<file path="src/rtl/regfile_pkg.sv">
// Shared register-file constants: default widths and the writeback requester map.
package regfile_pkg;

    localparam int RF_DATAW   = 32;
    localparam int RF_ADDRW   = 5;
    localparam int NUM_WB_REQ = 3;

    localparam int WB_ALU = 0;
    localparam int WB_LSU = 1;
    localparam int WB_CSR = 2;

endpackage

</file>
<file path="src/rtl/rr_arbiter.sv">
// Round-robin arbiter: one-hot grant to the first request at or after the pointer;
// the pointer moves past the winner whenever advance_i reports a completed handshake.
module rr_arbiter #(
    parameter int NUM_REQ = 3
) (
    input  logic               clock,
    input  logic               reset_n,
    input  logic [NUM_REQ-1:0] req_i,
    input  logic               advance_i,
    output logic [NUM_REQ-1:0] grant_o
);

    localparam int PW = (NUM_REQ > 1) ? $clog2(NUM_REQ) : 1;

    logic [PW-1:0]      ptr_q;
    logic [PW-1:0]      ptr_d;
    logic [NUM_REQ-1:0] req_rot_s;
    logic [NUM_REQ-1:0] gnt_rot_s;

    // Rotate so the pointer sits at bit 0, isolate the lowest set bit, rotate back.
    always_comb begin
        req_rot_s = NUM_REQ'({req_i, req_i} >> ptr_q);
        gnt_rot_s = req_rot_s & (~req_rot_s + NUM_REQ'(1));
        grant_o   = NUM_REQ'(({gnt_rot_s, gnt_rot_s} << ptr_q) >> NUM_REQ);
    end

    // Next pointer is one past the granted requester, wrapping at NUM_REQ.
    always_comb begin
        ptr_d = ptr_q;
        for (int i = 0; i < NUM_REQ; i++) begin
            if (grant_o[i]) begin
                ptr_d = PW'((i + 1) % NUM_REQ);
            end else begin
                ptr_d = ptr_d;
            end
        end
    end

    // Pointer register, only updated on a handshake.
    always_ff @(posedge clock or negedge reset_n) begin
        if (!reset_n) begin
            ptr_q <= '0;
        end else if (advance_i) begin
            ptr_q <= ptr_d;
        end else begin
            ptr_q <= ptr_q;
        end
    end

endmodule

</file>
<file path="src/rtl/regfile_wb_arbiter.sv">
// Writeback arbiter for the single register-file write port, with x0 filtering and a
// pending-destination bitmap. Optional read bypass of the in-flight write: WB_BYPASS_EN.
module regfile_wb_arbiter
    import regfile_pkg::*;
#(
    parameter int DATAW   = RF_DATAW,
    parameter int ADDRW   = RF_ADDRW,
    parameter int NUM_REQ = NUM_WB_REQ
) (
    input  logic                     clock,
    input  logic                     reset_n,
    input  logic [NUM_REQ-1:0]       req_valid,
    output logic [NUM_REQ-1:0]       req_ready,
    input  logic [NUM_REQ*ADDRW-1:0] req_rd,
    input  logic [NUM_REQ*DATAW-1:0] req_data,
    output logic                     rf_write_enable,
    output logic [ADDRW-1:0]         rf_addr_rd,
    output logic [DATAW-1:0]         rf_data_rd,
    input  logic [ADDRW-1:0]         rd_addr_rs1,
    input  logic [ADDRW-1:0]         rd_addr_rs2,
    input  logic [DATAW-1:0]         rf_data_rs1,
    input  logic [DATAW-1:0]         rf_data_rs2,
    output logic [DATAW-1:0]         fwd_data_rs1,
    output logic [DATAW-1:0]         fwd_data_rs2,
    output logic [(2**ADDRW)-1:0]    rd_pending
);

    logic [NUM_REQ-1:0]    grant_s;
    logic                  hs_s;
    logic [ADDRW-1:0]      sel_rd_s;
    logic [DATAW-1:0]      sel_data_s;
    logic                  we_q, we_d;
    logic [ADDRW-1:0]      addr_q, addr_d;
    logic [DATAW-1:0]      data_q, data_d;
    logic [(2**ADDRW)-1:0] pending_s;

    rr_arbiter #(.NUM_REQ(NUM_REQ)) u_rr (
        .clock     (clock),
        .reset_n   (reset_n),
        .req_i     (req_valid),
        .advance_i (hs_s),
        .grant_o   (grant_s)
    );

    // Grant only ever covers valid requesters, so any ready bit is a handshake.
    assign req_ready = grant_s & {NUM_REQ{reset_n}};
    assign hs_s      = |req_ready;

    // One-hot AND-OR select of the winning requester's destination and data.
    always_comb begin
        sel_rd_s   = '0;
        sel_data_s = '0;
        for (int i = 0; i < NUM_REQ; i++) begin
            sel_rd_s   = sel_rd_s   | (req_rd[i*ADDRW +: ADDRW]   & {ADDRW{req_ready[i]}});
            sel_data_s = sel_data_s | (req_data[i*DATAW +: DATAW] & {DATAW{req_ready[i]}});
        end
    end

    // x0 results are consumed but never reach the register file.
    always_comb begin
        if (hs_s && (sel_rd_s != '0)) begin
            we_d   = 1'b1;
            addr_d = sel_rd_s;
            data_d = sel_data_s;
        end else begin
            we_d   = 1'b0;
            addr_d = addr_q;
            data_d = data_q;
        end
    end

    // One-entry write stage.
    always_ff @(posedge clock or negedge reset_n) begin
        if (!reset_n) begin
            we_q   <= 1'b0;
            addr_q <= '0;
            data_q <= '0;
        end else begin
            we_q   <= we_d;
            addr_q <= addr_d;
            data_q <= data_d;
        end
    end

    // Destination decode of the write currently held in the stage.
    always_comb begin
        pending_s = '0;
        if (we_q) begin
            pending_s[addr_q] = 1'b1;
        end else begin
            pending_s = '0;
        end
    end

    assign rf_write_enable = we_q;
    assign rf_addr_rd      = addr_q;
    assign rf_data_rd      = data_q;
    assign rd_pending      = pending_s;

`ifdef WB_BYPASS_EN
    logic             m1_q, m2_q;
    logic [DATAW-1:0] wd_q;

    // Remember which read ports addressed the register being written this cycle.
    always_ff @(posedge clock or negedge reset_n) begin
        if (!reset_n) begin
            m1_q <= 1'b0;
            m2_q <= 1'b0;
            wd_q <= '0;
        end else begin
            m1_q <= we_q & (addr_q == rd_addr_rs1) & (rd_addr_rs1 != '0);
            m2_q <= we_q & (addr_q == rd_addr_rs2) & (rd_addr_rs2 != '0);
            wd_q <= data_q;
        end
    end

    assign fwd_data_rs1 = m1_q ? wd_q : rf_data_rs1;
    assign fwd_data_rs2 = m2_q ? wd_q : rf_data_rs2;
`else
    logic [2*ADDRW-1:0] unused_rd_addr_s;

    assign unused_rd_addr_s = {rd_addr_rs1, rd_addr_rs2};
    assign fwd_data_rs1     = rf_data_rs1;
    assign fwd_data_rs2     = rf_data_rs2;
`endif

endmodule

</file>
<file path="config.mk">
export PLATFORM = sky130hd
export DESIGN_NAME = regfile_wb_arbiter
export DESIGN_NICKNAME = d
export VERILOG_FILES = /design/src/rtl/regfile_pkg.sv /design/src/rtl/rr_arbiter.sv /design/src/rtl/regfile_wb_arbiter.sv
export SDC_FILE = /design/constraint.sdc
export NUM_CORES = 1
export LEC_CHECK = 0
export BUFFER_PORTS_ARGS = -buffer_cell sky130_fd_sc_hd__buf_2
export CORE_AREA = 2 2 128 130
export DETAILED_ROUTE_END_ITERATION = 10
export DIE_AREA = 0 0 130 132
export PLACE_DENSITY = 0.49
export SLEW_MARGIN = 15
export SYNTH_ARGS = -nofsm -noshare
export SYNTH_HDL_FRONTEND = slang
export SYNTH_SLANG_ARGS = --single-unit
</file>
<file path="constraint.sdc">
create_clock -name clock -period 2.2 [get_ports clock]
set_input_delay 0.44 -clock clock [delete_from_list [all_inputs] [get_ports clock]]
set_output_delay 0.44 -clock clock [all_outputs]
set_load 0.02 [all_outputs]
</file>
# --- Word-level counts from Yosys, hierarchy flattened ---
# Cells that the tools add are included.
word_totals:
  reg_bits: 40
  output_inout_bits: 137
  inputBits: 190
  wordCells: 35
classes:
  muxes: 7
  n_bitwise: 13
  reduce_logical: 6
  magnitude_cmp: 2
  add_sub_neg: 1
  shifts: 2
op_table:
  columns: ["cell", "n"]
  rows:
  - ["bitwise AND 32 bit", 3]
  - ["bitwise OR 32 bit", 2]
  - ["2-to-1 mux 32 bit", 1]
  - ["bitwise AND 5 bit", 3]
  - ["bitwise OR 5 bit", 2]
  - ["bitwise AND 3 bit", 2]
  - ["< comparator 5 x 6 -> 1 bit (second input constant)", 1]
  - ["2-to-1 mux 2 bit", 3]
  - ["<< shifter 6 x 2 -> 6 bit", 1]
  - [">> shifter 6 x 2 -> 3 bit", 1]
  - ["demux 1 bit (select 5 bit)", 1]
  - [">= comparator 5 x 1 -> 1 bit (second input constant)", 1]
  - ["nonzero test 5 bit", 1]
  - ["adder 3 x 1 -> 3 bit (second input constant)", 1]
  - ["inverter 3 bit", 1]
  - ["nonzero test 3 bit", 1]
  - ["OR reduction 3 bit", 1]
  - ["logical AND 1 bit", 2]
  - ["2-to-1 mux 1 bit", 2]
  - ["AND reduction 2 bit", 1]

# --- Logic depth before layout (Yosys ltp) ---
depth:
  depth_word: 12
  ltp_mapped: 10
  mapped_depth_nobuf: 6

# --- By module ---
# A second synthesis with hierarchy kept.
hier_totals:
  hier_cells: 345
  hier_area_um2: 3030.4
modules_own_cells:
  columns: ["mod", "cells_per_inst", "seq_area_each_um2", "area_per_inst_um2", "instances"]
  rows:
  - ["regfile_wb_arbiter", 320, 950.9, 2820.2, 1]
  - ["rr_arbiter", 25, 50.0, 210.2, 1]

# --- Least setup slack after synthesis ---
# No wires, ideal clock.
synth_path:
  path_type: "reg2reg"
  from: "reg u_rr.ptr_q[0]"
  to: "reg data_q[17], in the netlist rf_data_rd[17]"
  synth_period_minus_slack_ns: 2.341
  stages_incl_launch_ff: 11
  path_buffers: 4
  t_arrival_ns: 2.205
  setup_ns: 0.136
  path_slack_ns: -0.141
  t_required_ns: 2.064
  path_cell_list: "dfrtp_1 -> nor2b_1 -> o2111a_1 -> buf_6 -> a222oi_1 -> nand2_1 -> or4_1 -> clkbuf_1 -> buf_6 -> buf_6 -> mux2i_1"
synth_via:
  elab_chain_len: 11
  word_cells_on_any_way: 19
  classes_between: "add/sub (1); shift (2); bitwise (13); reduce/logical (3)"
synth_rtl:
  columns: ["item", "line_no", "source"]
  rows:
  - ["start, declared", "rr_arbiter.sv:15", "logic [PW-1:0] ptr_q;"]
  - ["start signal, assigned", "rr_arbiter.sv:44", "ptr_q <= ptr_d;"]
  - ["start signal, assigned", "rr_arbiter.sv:46", "ptr_q <= ptr_q;"]
  - [">> shifter 6 x 2 -> 3 bit", "rr_arbiter.sv:22", "req_rot_s = NUM_REQ'({req_i, req_i} >> ptr_q);"]
  - ["inverter 3 bit", "rr_arbiter.sv:23", "gnt_rot_s = req_rot_s & (~req_rot_s + NUM_REQ'(1));"]
  - ["adder 3 x 1 -> 3 bit", "rr_arbiter.sv:23", null]
  - ["bitwise AND 3 bit", "rr_arbiter.sv:23", null]
  - ["<< shifter 6 x 2 -> 6 bit (*)", "rr_arbiter.sv:24", "grant_o = NUM_REQ'(({gnt_rot_s, gnt_rot_s} << ptr_q) >> NUM_REQ);"]
  - ["bitwise AND 3 bit (*)", "regfile_wb_arbiter.sv:46", "assign req_ready = grant_s & {NUM_REQ{reset_n}};"]
  - ["bitwise AND 5 bit", "regfile_wb_arbiter.sv:54", "sel_rd_s = sel_rd_s | (req_rd[i*ADDRW +: ADDRW] & {ADDRW{req_ready[i]}});"]
  - ["bitwise OR 5 bit (2 in a row)", "regfile_wb_arbiter.sv:54", null]
  - ["nonzero test 5 bit", "regfile_wb_arbiter.sv:61", "if (hs_s && (sel_rd_s != '0)) begin"]
  - ["logical AND 1 bit", "regfile_wb_arbiter.sv:61", null]
  - ["end signal, assigned", "regfile_wb_arbiter.sv:81", "data_q <= data_d;"]
  - ["end, declared", "regfile_wb_arbiter.sv:34", "logic [DATAW-1:0] data_q, data_d;"]
# Mark *: on every way between the ends. The rest lies on a longest branch, timed or not.
# A chain may end at the register's enable or synchronous reset.

# --- Worst setup path after layout ---
layout_path:
  from: "reg u_rr.ptr_q[0]"
  to: "reg data_q[25], in the netlist rf_data_rd[25]"
# The elaborated chain is that of the path after synthesis.

==> results.cfg <==
[setup_path]
crit_start = u_rr.ptr_q[0]
arrival_ps = 2510
start_kind = register
crit_type = reg2reg
reg2reg_from = u_rr.ptr_q[0]
cp.required_ps = 2350
cp-end-kind = register
cp_max_fo = 15

[synth]
yosys.area.top_type = dfrtp_1
synthArstFlopShare = 1.00
synth_nets = 491
netlist.area_leader.share = 0.364
synthMostInstantiatedCell = buf_4
synthFlopType = dfrtp_1
ys_ff_latch = 40
syn_inst = 301
yosysWarningCount = 0
synth_edf_count = 0
syn_avg_cell_area_um2 = 9.13
synth_seq_area_share = 0.364
yosys-top-cells-count = 64 x buf_4, 40 x dfrtp_1, 38 x inv_1, 35 x nor2_1, 34 x a222oi_1
ys_types = 26
synth.area.top_cells = dfrtp_1 36%, buf_4 17%, a222oi_1 12%, mux2i_1 12%, inv_1 5.2%
synth_area_um2 = 2750

[timing]
rsz0062_at_grt = yes
max_freq_mhz = 424
finClkSkew_ps = 6.24
slew_violations = 0
min_period_over_period = 1.07
tightest_slew_ps = 527
period_needed_ps = 2360
slew-limit-headroom = 0.648
setup_viol = 41
finalHoldViolations = 0
setup_slack_ps = -160

[run_status]
failed_checks = setup timing
status = finished with violations

[floorplan]
core_area_um2 = 15700
fp.dieArea_um2 = 17200
fp.dieW_um = 130
die_h_um = 132
start_util = 0.175
ios = 327
core.rowCount = 46

[layout]
syn_to_final_growth_pct = 50.4
layout.nets = 644
antenna_cells = 0
drive_gt1_frac = 0.545
finalNonFillerCells = 671

[grt]
grt.total_usage = 0.130
grt_first_pass_wirelength_mm = 16.8
grt_overflow = 0
grt_pass1_vias = 2934
antenna_found_initial = 0
grt_max_degree = 39

[clock_tree]
cts_htree_levels = 2
clkSinkCount = 40
cts_buffers = 5
holdBufCountCts = 0
cts_max_path_buffers = 2
cts-root-buf = clkbuf_16
cts_tree = built
clk_pin_slew_ps = 60
insertion_delay_ps = 280

[placed_design]
dp.cells = 642
dp_hpwl_mm = 8.61
pre_cts_ws_ps = -414
io_buffers = 188
globalplace.congestion = 0.744

[drt]
drtPass1Iterations = 8
drt_iter0_drc = 194
wl_per_cell_um = 17.9
detail-route-antenna-nets = 0
vias = 2876
vias_per_cell = 4.29
drc = 0
wl_mm = 12.0

[power_and_ir_drop]
peakVddDrop_v = 0.000414
power.density_nw_per_um2 = 1180
p_leak_nw = 2.24

[flow_run]
drv_cap = 0

[worst_hold_path]
hp-class = in2async
==> sequential cells by signal (all words and copies together), names as in the netlist <==
signal           cells
rf_write_enable      1
rf_addr_rd           5
u_rr.ptr_q           2
rf_data_rd          32
==> where the power goes <==
group	internal (mW)	switching (mW)	total, mW	leakage, nW
logic	1.15	1.56	2.70	1.65
registers	1.07	0.273	1.34	0.518
clock network	0.533	0.299	0.832	0.0798
total	2.74	2.13	4.87	2.24
==> layout make-up <==
type | instances | area [um2]
clock buffers | 5 | 125
clock inverters | 3 | 42.5
fillers | 1689 | 11600
inverters | 38 | 143
multi-input cells | 142 | 1110
flip-flops and latches | 40 | 1000
well taps | 216 | 270
repair buffers | 227 | 1430
==> logic make-up (layout without fill, tap and decap cells) <==
logic type / count (synthesis) / count (layout) / synth area share
muxes: 32 / 32 / 0.117
AOI/OAI and AO/OA: 46 / 46 / 0.156
buffers and inverters: 119 / 273 / 0.261
DFF: 40 / 40 / 0.364
and+or+nand+nor: 63 / 63 / 0.0984
xor gates and xnor gates: 1 / 1 / 0.00319
==> worst max-delay path, cell delays in order (launching register included) <==
cell and delay (ps):
dfrtp_1 420, buf_6 150, xor2_4 170, a221oi_4 120, buf_4 170, a22oi_1 150
nand2_1 120, or4_4 570, buf_12 200, mux2i_1 130
==> what timing repair did <==
item                                    4_1_cts  5_1_grt
endpoints found under the setup margin       41       41
gates resized for setup                      25        9
cloned                                        3        2
buffers inserted                              9        7
pin swaps                                     4        0
endpoints found under the hold margin         0        0
==> metrics by stage <==
step	hold WS, ps	util	TNS [ps]	total power, mW	cell area [um2]
2_1_floorplan	144	-	-2700	2.91	2760
3_3_place_gp	448	0.227	-13430	3.62	3570
3_5_place_dp	435	0.227	-14520	3.68	3570
4_1_cts	127	0.254	-5760	4.83	3990
5_1_grt	135	0.263	-9730	5.20	4130
6_report	142	0.263	-4880	4.87	4130
==> placed cells by master, fill, tap and decap left out, types with 2 or more instances in the layout <==
| master | instances |
|---|---|
| o21bai_1 | 3 |
| o21ai_2 | 2 |
| buf_2 | 185 |
| mux2i_1 | 32 |
| dfrtp_1 | 39 |
| nor2_1 | 35 |
| inv_1 | 38 |
| nand3_1 | 10 |
| nand2_1 | 11 |
| a22oi_1 | 2 |
| buf_12 | 4 |
| clkbuf_16 | 7 |
| buf_6 | 2 |
| a222oi_1 | 34 |
| buf_8 | 4 |
| bufbuf_16 | 2 |
| buf_4 | 27 |
==> layer usage <==
layer / part of all wire / up-vias / track usage / routed length, um
met5: 0 / - / 0 / 0
met4: 0.025 / 0 / 0.0496 / 303
met3: 0.078 / 30 / 0.0284 / 935
met2: 0.54 / 174 / 0.250 / 6530
met1: 0.35 / 1374 / 0.135 / 4240
li1: - / 1298 / - / -
==> path summary, 6_finish.rpt <==
check	endpoint	slack, ps	depth (start not counted)
min reg2reg	rf_data_rd[1]	520	2
max reg2reg	rf_data_rd[25]	-160	9
min in group clock	rf_data_rd[12]	450	3
min	u_rr.ptr_q[0]	140	2
max	rf_data_rd[25]	-160	9
max in group asynchronous	rf_data_rd[31]	1490	2
No activity file was read; power rests on OpenSTA's default activity.
